### config.mk
export PLATFORM = sky130hd
export DESIGN_NAME = float_fixed_converter_flat
export DESIGN_NICKNAME = d
export VERILOG_FILES = /design/src/rtl/float_fixed_converter_pkg.sv /design/src/rtl/float_fixed_converter_if.sv /design/src/rtl/float_fixed_converter_lod22.sv /design/src/rtl/float_fixed_converter.sv /design/src/flat_wrapper.sv
export SDC_FILE = /design/constraint.sdc
export NUM_CORES = 1
export LEC_CHECK = 0
export CAP_MARGIN = 20
export CORE_UTILIZATION = 40
export CTS_BUF_LIST = sky130_fd_sc_hd__clkbuf_4 sky130_fd_sc_hd__clkbuf_8
export DETAILED_ROUTE_END_ITERATION = 10
export HOLD_SLACK_MARGIN = 0.1
export PLACE_DENSITY = 0.7
export SYNTH_ARGS = -nofsm -noshare
export SYNTH_HDL_FRONTEND = slang
export SYNTH_SLANG_ARGS = --single-unit
### constraint.sdc
create_clock -name clk -period 0.8 [get_ports clk]
set_input_delay 0.16 -clock clk [delete_from_list [all_inputs] [get_ports clk]]
set_output_delay 0.16 -clock clk [all_outputs]
set_load 0.03 [all_outputs]
### src/rtl/float_fixed_converter_pkg.sv
// Shared formats for the float <-> Q2.20 converter: word widths, float fields and
// saturation limits.
package fxp_pkg;

    localparam int unsigned FIX_W    = 22;
    localparam int unsigned FRAC_W   = 20;
    localparam int unsigned FLT_W    = 32;
    localparam int unsigned EXP_W    = 8;
    localparam int unsigned MAN_W    = 23;
    localparam int unsigned EXP_BIAS = 127;

    localparam logic [FIX_W-1:0] FIX_MAX = 22'h1FFFFF;
    localparam logic [FIX_W-1:0] FIX_MIN = 22'h200000;

    typedef logic [FIX_W-1:0] q2_20_t;

endpackage

### src/rtl/float_fixed_converter_if.sv
// Operand/result bundle of the converter; both paths are valid-tagged, no back-pressure.
interface float_fixed_converter_if;
    import fxp_pkg::*;

    logic [FLT_W-1:0] fl_in;
    logic             fl_in_valid;
    q2_20_t           fx_out;
    logic             fx_out_valid;
    q2_20_t           fx_in;
    logic             fx_in_valid;
    logic [FLT_W-1:0] fl_out;
    logic             fl_out_valid;

    modport master (
        output fl_in, fl_in_valid, fx_in, fx_in_valid,
        input  fx_out, fx_out_valid, fl_out, fl_out_valid
    );

    modport slave (
        input  fl_in, fl_in_valid, fx_in, fx_in_valid,
        output fx_out, fx_out_valid, fl_out, fl_out_valid
    );

endinterface

### src/rtl/float_fixed_converter_lod22.sv
// 22-bit leading-one detector; returns the index of the highest set bit (0 for zero input).
module lod22 (
    input  logic [21:0] data,
    output logic [4:0]  pos
);

    always_comb begin
        pos = '0;
        for (int i = 0; i < 22; i++) begin
            if (data[i]) pos = 5'(i);
        end
    end

endmodule

### src/rtl/float_fixed_converter.sv
// Registered IEEE-754 single <-> Q2.20 converter; the two paths are independent and each
// has a single output register stage.
module float_fixed_converter
    import fxp_pkg::*;
(
    input  logic                    clk,
    input  logic                    rst_n,
    float_fixed_converter_if.slave  bus
);

    // Float exponent E maps to a right shift of (E_BIAS + 3) - E on {1, m}.
    localparam int unsigned F2X_SHIFT_BASE = EXP_BIAS + MAN_W - FRAC_W;
    localparam int unsigned F2X_MIN_EXP    = EXP_BIAS - FRAC_W;
    localparam int unsigned X2F_EXP_OFS    = EXP_BIAS - FRAC_W;

    logic             f_sign;
    logic [EXP_W-1:0] f_exp;
    logic [MAN_W-1:0] f_man;
    logic [4:0]       f_shamt;
    logic [MAN_W:0]   f_shifted;
    q2_20_t           f_sat;
    q2_20_t           fx_d, fx_q;
    logic             fx_valid_q;

    q2_20_t           x_mag;
    logic [4:0]       x_pos;
    q2_20_t           x_norm;
    logic [EXP_W-1:0] x_exp;
    logic [MAN_W-1:0] x_man;
    logic [FLT_W-1:0] fl_d, fl_q;
    logic             fl_valid_q;

    always_comb begin
        f_sign    = bus.fl_in[FLT_W-1];
        f_exp     = bus.fl_in[FLT_W-2 -: EXP_W];
        f_man     = bus.fl_in[MAN_W-1:0];
        f_shamt   = 5'(8'(F2X_SHIFT_BASE) - f_exp);
        f_shifted = {1'b1, f_man} >> f_shamt;
        f_sat     = f_sign ? FIX_MIN : FIX_MAX;
        fx_d      = '0;
        if (f_exp == '0) begin
            fx_d = '0;
        end else if (f_exp == '1) begin
            fx_d = (f_man != '0) ? '0 : f_sat;
        end else if (f_exp < 8'(F2X_MIN_EXP)) begin
            fx_d = '0;
        end else if (f_exp <= 8'(EXP_BIAS)) begin
            fx_d = f_sign ? q2_20_t'(-f_shifted) : q2_20_t'(f_shifted);
        end else begin
            fx_d = f_sat;
        end
    end

    // -2.0 negates to itself, which reads correctly as an unsigned magnitude of 2^21.
    assign x_mag = bus.fx_in[FIX_W-1] ? q2_20_t'(-bus.fx_in) : bus.fx_in;

    lod22 u_lod (
        .data (x_mag),
        .pos  (x_pos)
    );

    always_comb begin
        x_norm = x_mag << (5'(FIX_W - 1) - x_pos);
        // Drop the hidden one at bit 21; the 21 bits below fill the top of the mantissa.
        x_man  = MAN_W'({x_norm, 2'b00});
        x_exp  = 8'(x_pos) + 8'(X2F_EXP_OFS);
        fl_d   = '0;
        if (bus.fx_in != '0) begin
            fl_d = {bus.fx_in[FIX_W-1], x_exp, x_man};
        end
    end

    always_ff @(posedge clk or negedge rst_n) begin
        if (!rst_n) begin
            fx_q       <= '0;
            fx_valid_q <= 1'b0;
            fl_q       <= '0;
            fl_valid_q <= 1'b0;
        end else begin
            fx_q       <= fx_d;
            fx_valid_q <= bus.fl_in_valid;
            fl_q       <= fl_d;
            fl_valid_q <= bus.fx_in_valid;
        end
    end

    assign bus.fx_out       = fx_q;
    assign bus.fx_out_valid = fx_valid_q;
    assign bus.fl_out       = fl_q;
    assign bus.fl_out_valid = fl_valid_q;

endmodule

### src/flat_wrapper.sv
// flat-port wrapper written by rule: the top's interface ports become plain ports
module float_fixed_converter_flat import fxp_pkg::*;
  (clk, rst_n, bus_fl_in, bus_fl_in_valid, bus_fx_in, bus_fx_in_valid, bus_fx_out, bus_fx_out_valid, bus_fl_out, bus_fl_out_valid);
  float_fixed_converter_if bus_i ();
  input  logic clk;
  input  logic rst_n;
  input wire logic [$bits(bus_i.fl_in)-1:0] bus_fl_in;
  input wire logic [$bits(bus_i.fl_in_valid)-1:0] bus_fl_in_valid;
  input wire logic [$bits(bus_i.fx_in)-1:0] bus_fx_in;
  input wire logic [$bits(bus_i.fx_in_valid)-1:0] bus_fx_in_valid;
  output wire logic [$bits(bus_i.fx_out)-1:0] bus_fx_out;
  output wire logic [$bits(bus_i.fx_out_valid)-1:0] bus_fx_out_valid;
  output wire logic [$bits(bus_i.fl_out)-1:0] bus_fl_out;
  output wire logic [$bits(bus_i.fl_out_valid)-1:0] bus_fl_out_valid;
  assign bus_i.fl_in = bus_fl_in;
  assign bus_i.fl_in_valid = bus_fl_in_valid;
  assign bus_i.fx_in = bus_fx_in;
  assign bus_i.fx_in_valid = bus_fx_in_valid;
  assign bus_fx_out = bus_i.fx_out;
  assign bus_fx_out_valid = bus_i.fx_out_valid;
  assign bus_fl_out = bus_i.fl_out;
  assign bus_fl_out_valid = bus_i.fl_out_valid;
  float_fixed_converter u_core (.clk(clk), .rst_n(rst_n), .bus(bus_i));
endmodule
==> results.json <==
{
  "tns_ns": -121.94,
  "critPathSlowestCell": "o41a_1",
  "relSlewSlack": 0.606,
  "rsz0062_at_grt": "true",
  "cp-start-kind": "input port",
  "grt_pass1_wl_mm": 38.3,
  "die_y_um": 125,
  "max-cap-violations": 0,
  "avgViaCountPerCell": 5.98,
  "synth.distinct_cells": 94,
  "yosys.area.top_type_share": 0.222,
  "grt_pass1_vias": 7650,
  "numCtsBuffers": 5,
  "finalPower_mw": 16.5,
  "run_status": "finished, violations left",
  "rows": 44,
  "start_util": 0.413,
  "die_area_um2": 15700,
  "cts_tree": "built",
  "timing.final.ws_setup_ns": -2.53,
  "clockBufferDepth": 2,
  "worstSetupPathType": "input port to flop",
  "n_antenna_cell": 0,
  "synth_top_cell_by_area": "dfrtp_1",
  "crit_path_end": "u_core.bus.fl_out[11]$_DFF_PN0_",
  "slowest_delay_ns": 0.47,
  "grt-ovfl-total": 0,
  "max_freq_mhz": 300,
  "antenna_found_initial": 0,
  "vias": 8049,
  "maxSlewViolCount": 0,
  "critPathMaxFanout": 7,
  "final_util": 0.772,
  "yosysWarnings": 0,
  "final-hold-violation-count": 0,
  "io_pins": 114,
  "wire_per_inst_um": 19.4,
  "worst_slew_pin_slew_ns": 0.586,
  "leakage_nw": 4.96,
  "syn_area_um2": 6080,
  "numClockSinks": 54,
  "syn_avg_cell_area_um2": 7.94,
  "gp_congestion": 0.983,
  "timing.final.crit_share": 4.16,
  "ys_ff_latch": 54,
  "ctsHtreeMaxLevel": 2,
  "drcViolationCount": 11,
  "first_pass_iters": 10,
  "path_cells": "buf_8, inv_6, ha_4, or3b_4, o41ai_4, buf_4, xnor2_4, nor4_4, o41a_1, a211oi_4, buf_6, nor2_8, mux2i_2, nor2_1, a22o_1, a22o_1",
  "cp_common_cell": "a22o_1",
  "grt_usage": 0.298,
  "synth.area.top_cells": "dfrtp_1 (22%), mux4_2 (6.3%), nand2_1 (5.0%), nor2_1 (5.0%), a21oi_1 (4.9%)",
  "drive_above_1_share": 0.562,
  "post-place-ws_ns": -3.26,
  "fin_nets": 1226,
  "synthTopCellsByCount": "nand2_1 (81), nor2_1 (81), a21oi_1 (59)",
  "fin_area_um2": 11300,
  "ir_drop_v": 0.000849,
  "setup_viol": 105,
  "drtIter0Drc": 781,
  "min_period_ns": 3.33,
  "portBuffers": 111,
  "area_growth_pct": 86.7,
  "cts-root-buf": "clkbuf_8",
  "crit_arrival_ns": 3.56,
  "ys.flop_type": "dfrtp_1",
  "min_path_type": "input port to flop",
  "async_flop_share": 1.00,
  "place_area_um2": 9400,
  "power_density_nw_per_um2": 1450,
  "dp_hpwl_mm": 17.6,
  "clk_pin_slew_worst_paths_ns": 0.12,
  "synth_cells": 765,
  "grt_max_degree": 55,
  "wl_mm": 26.1,
  "critPathLaunch": "bus_fx_in[0]",
  "coreArea_um2": 14700,
  "worstSetupEndpointType": "flop",
  "violations": "DRC, setup timing",
  "die_w_um": 125,
  "synth_edf_count": 0,
  "ys_seq_area_frac": 0.222,
  "antenna_left": 0,
  "required_ns": 1.03
}
critical path: cells and delay by family:
family | cells | cell delay (ns)
mux | 1 | 0.37
compound gates | 5 | 1.55
simple gates | 4 | 0.71
fa+ha+maj | 1 | 0.12
xor+xnor | 1 | 0.13
buf+inv | 4 | 0.52
sequential cells by signal, summed over array words and instances (netlist names):
name and flops:
u_core.bus.fl_out 30, u_core.bus.fl_out_valid 1, u_core.bus.fx_out 22, u_core.bus.fx_out_valid 1
metrics by stage:
step / instances / hold WS [ns]
6_report: 1346 / 0.289
5_1_grt: 1346 / 0.284
4_1_cts: 1313 / 0.293
3_5_place_dp: 1273 / 0.170
3_3_place_gp: 1273 / 0.167
2_1_floorplan: 766 / -0.136
area by class of cell:
cell class              count  area [um2]
flip-flops and latches     54        1350
multi-input cells         634        5640
clock buffers               7        96.3
well taps                 184         230
clock inverters             1        8.76
fillers                   905        3350
repair inverters            1        3.75
repair buffers            447        3910
inverters                  18         100
cell usage in the layout, fill, tap and decap left out, drive strengths merged, types with 5 or more instances in the layout:
cell	n
a31oi	8
mux4	17
o31ai	9
o22ai	14
xnor2	22
a211oi	10
dlygate4sd2	14
or3	8
mux2	9
xor2	22
o311ai	5
nor2	82
nor2b	5
a21oi	59
dlymetal6s2s	6
nor3b	6
buf	398
a21o	6
or2	7
nand3	24
clkbuf	8
o211ai	7
mux2i	26
and3	8
nand2	82
o21ai	51
o41ai	5
dfrtp	54
and2	6
or4	7
inv	16
ha	7
nor3	26
nand4	9
nor4	17
clkdlybuf4s50	26
power breakdown:
group	switching [mW]	leakage (nW)	internal, mW
combinational	5.82	4.25	5.46
sequential	0.260	0.661	3.20
clock	0.949	0.0544	0.796
what timing repair did:
action	in CTS	in global routing
buffers inserted	33	43
endpoints found under the hold margin	54	0
gates resized for setup	252	123
hold buffers	1	0
gates cloned	1	0
setup endpoints to repair	105	105
pin swaps	102	99
per-layer routing:
layer	vias to the layer above	part of all wire	routed length (um)	track usage
met3	106	0.064	1680	0.0381
met4	0	0.041	1060	0.103
met1	3843	0.41	10600	0.393
met5	-	0	0	0
met2	453	0.49	12700	0.502
li1	3647	-	-	-
cell families after synthesis:
logic type,share of synthesized area
DFF,0.222
and+or+nand+nor,0.254
AOI/OAI and AO/OA,0.262
muxes,0.123
buffers and inverters,0.0581
xor gates and xnor gates,0.0659
adders and majority gates,0.0144
other,0.000617
how the worst min path moves through the flow:
stage          slack, ns                                end  cells after the start       startpoint
3_3_place_gp        0.17     u_core.bus.fl_out[7]$_DFF_PN0_                      2            rst_n
3_5_place_dp        0.17     u_core.bus.fl_out[7]$_DFF_PN0_                      2            rst_n
5_1_grt             0.28  u_core.bus.fx_out_valid$_DFF_PN0_                      1  bus_fl_in_valid
4_1_cts             0.29  u_core.bus.fx_out_valid$_DFF_PN0_                      1  bus_fl_in_valid
2_1_floorplan      -0.14    u_core.bus.fl_out[10]$_DFF_PN0_                      0            rst_n
6_report            0.29  u_core.bus.fl_out_valid$_DFF_PN0_                      1  bus_fx_in_valid
Power figures use the tool's default switching activity.
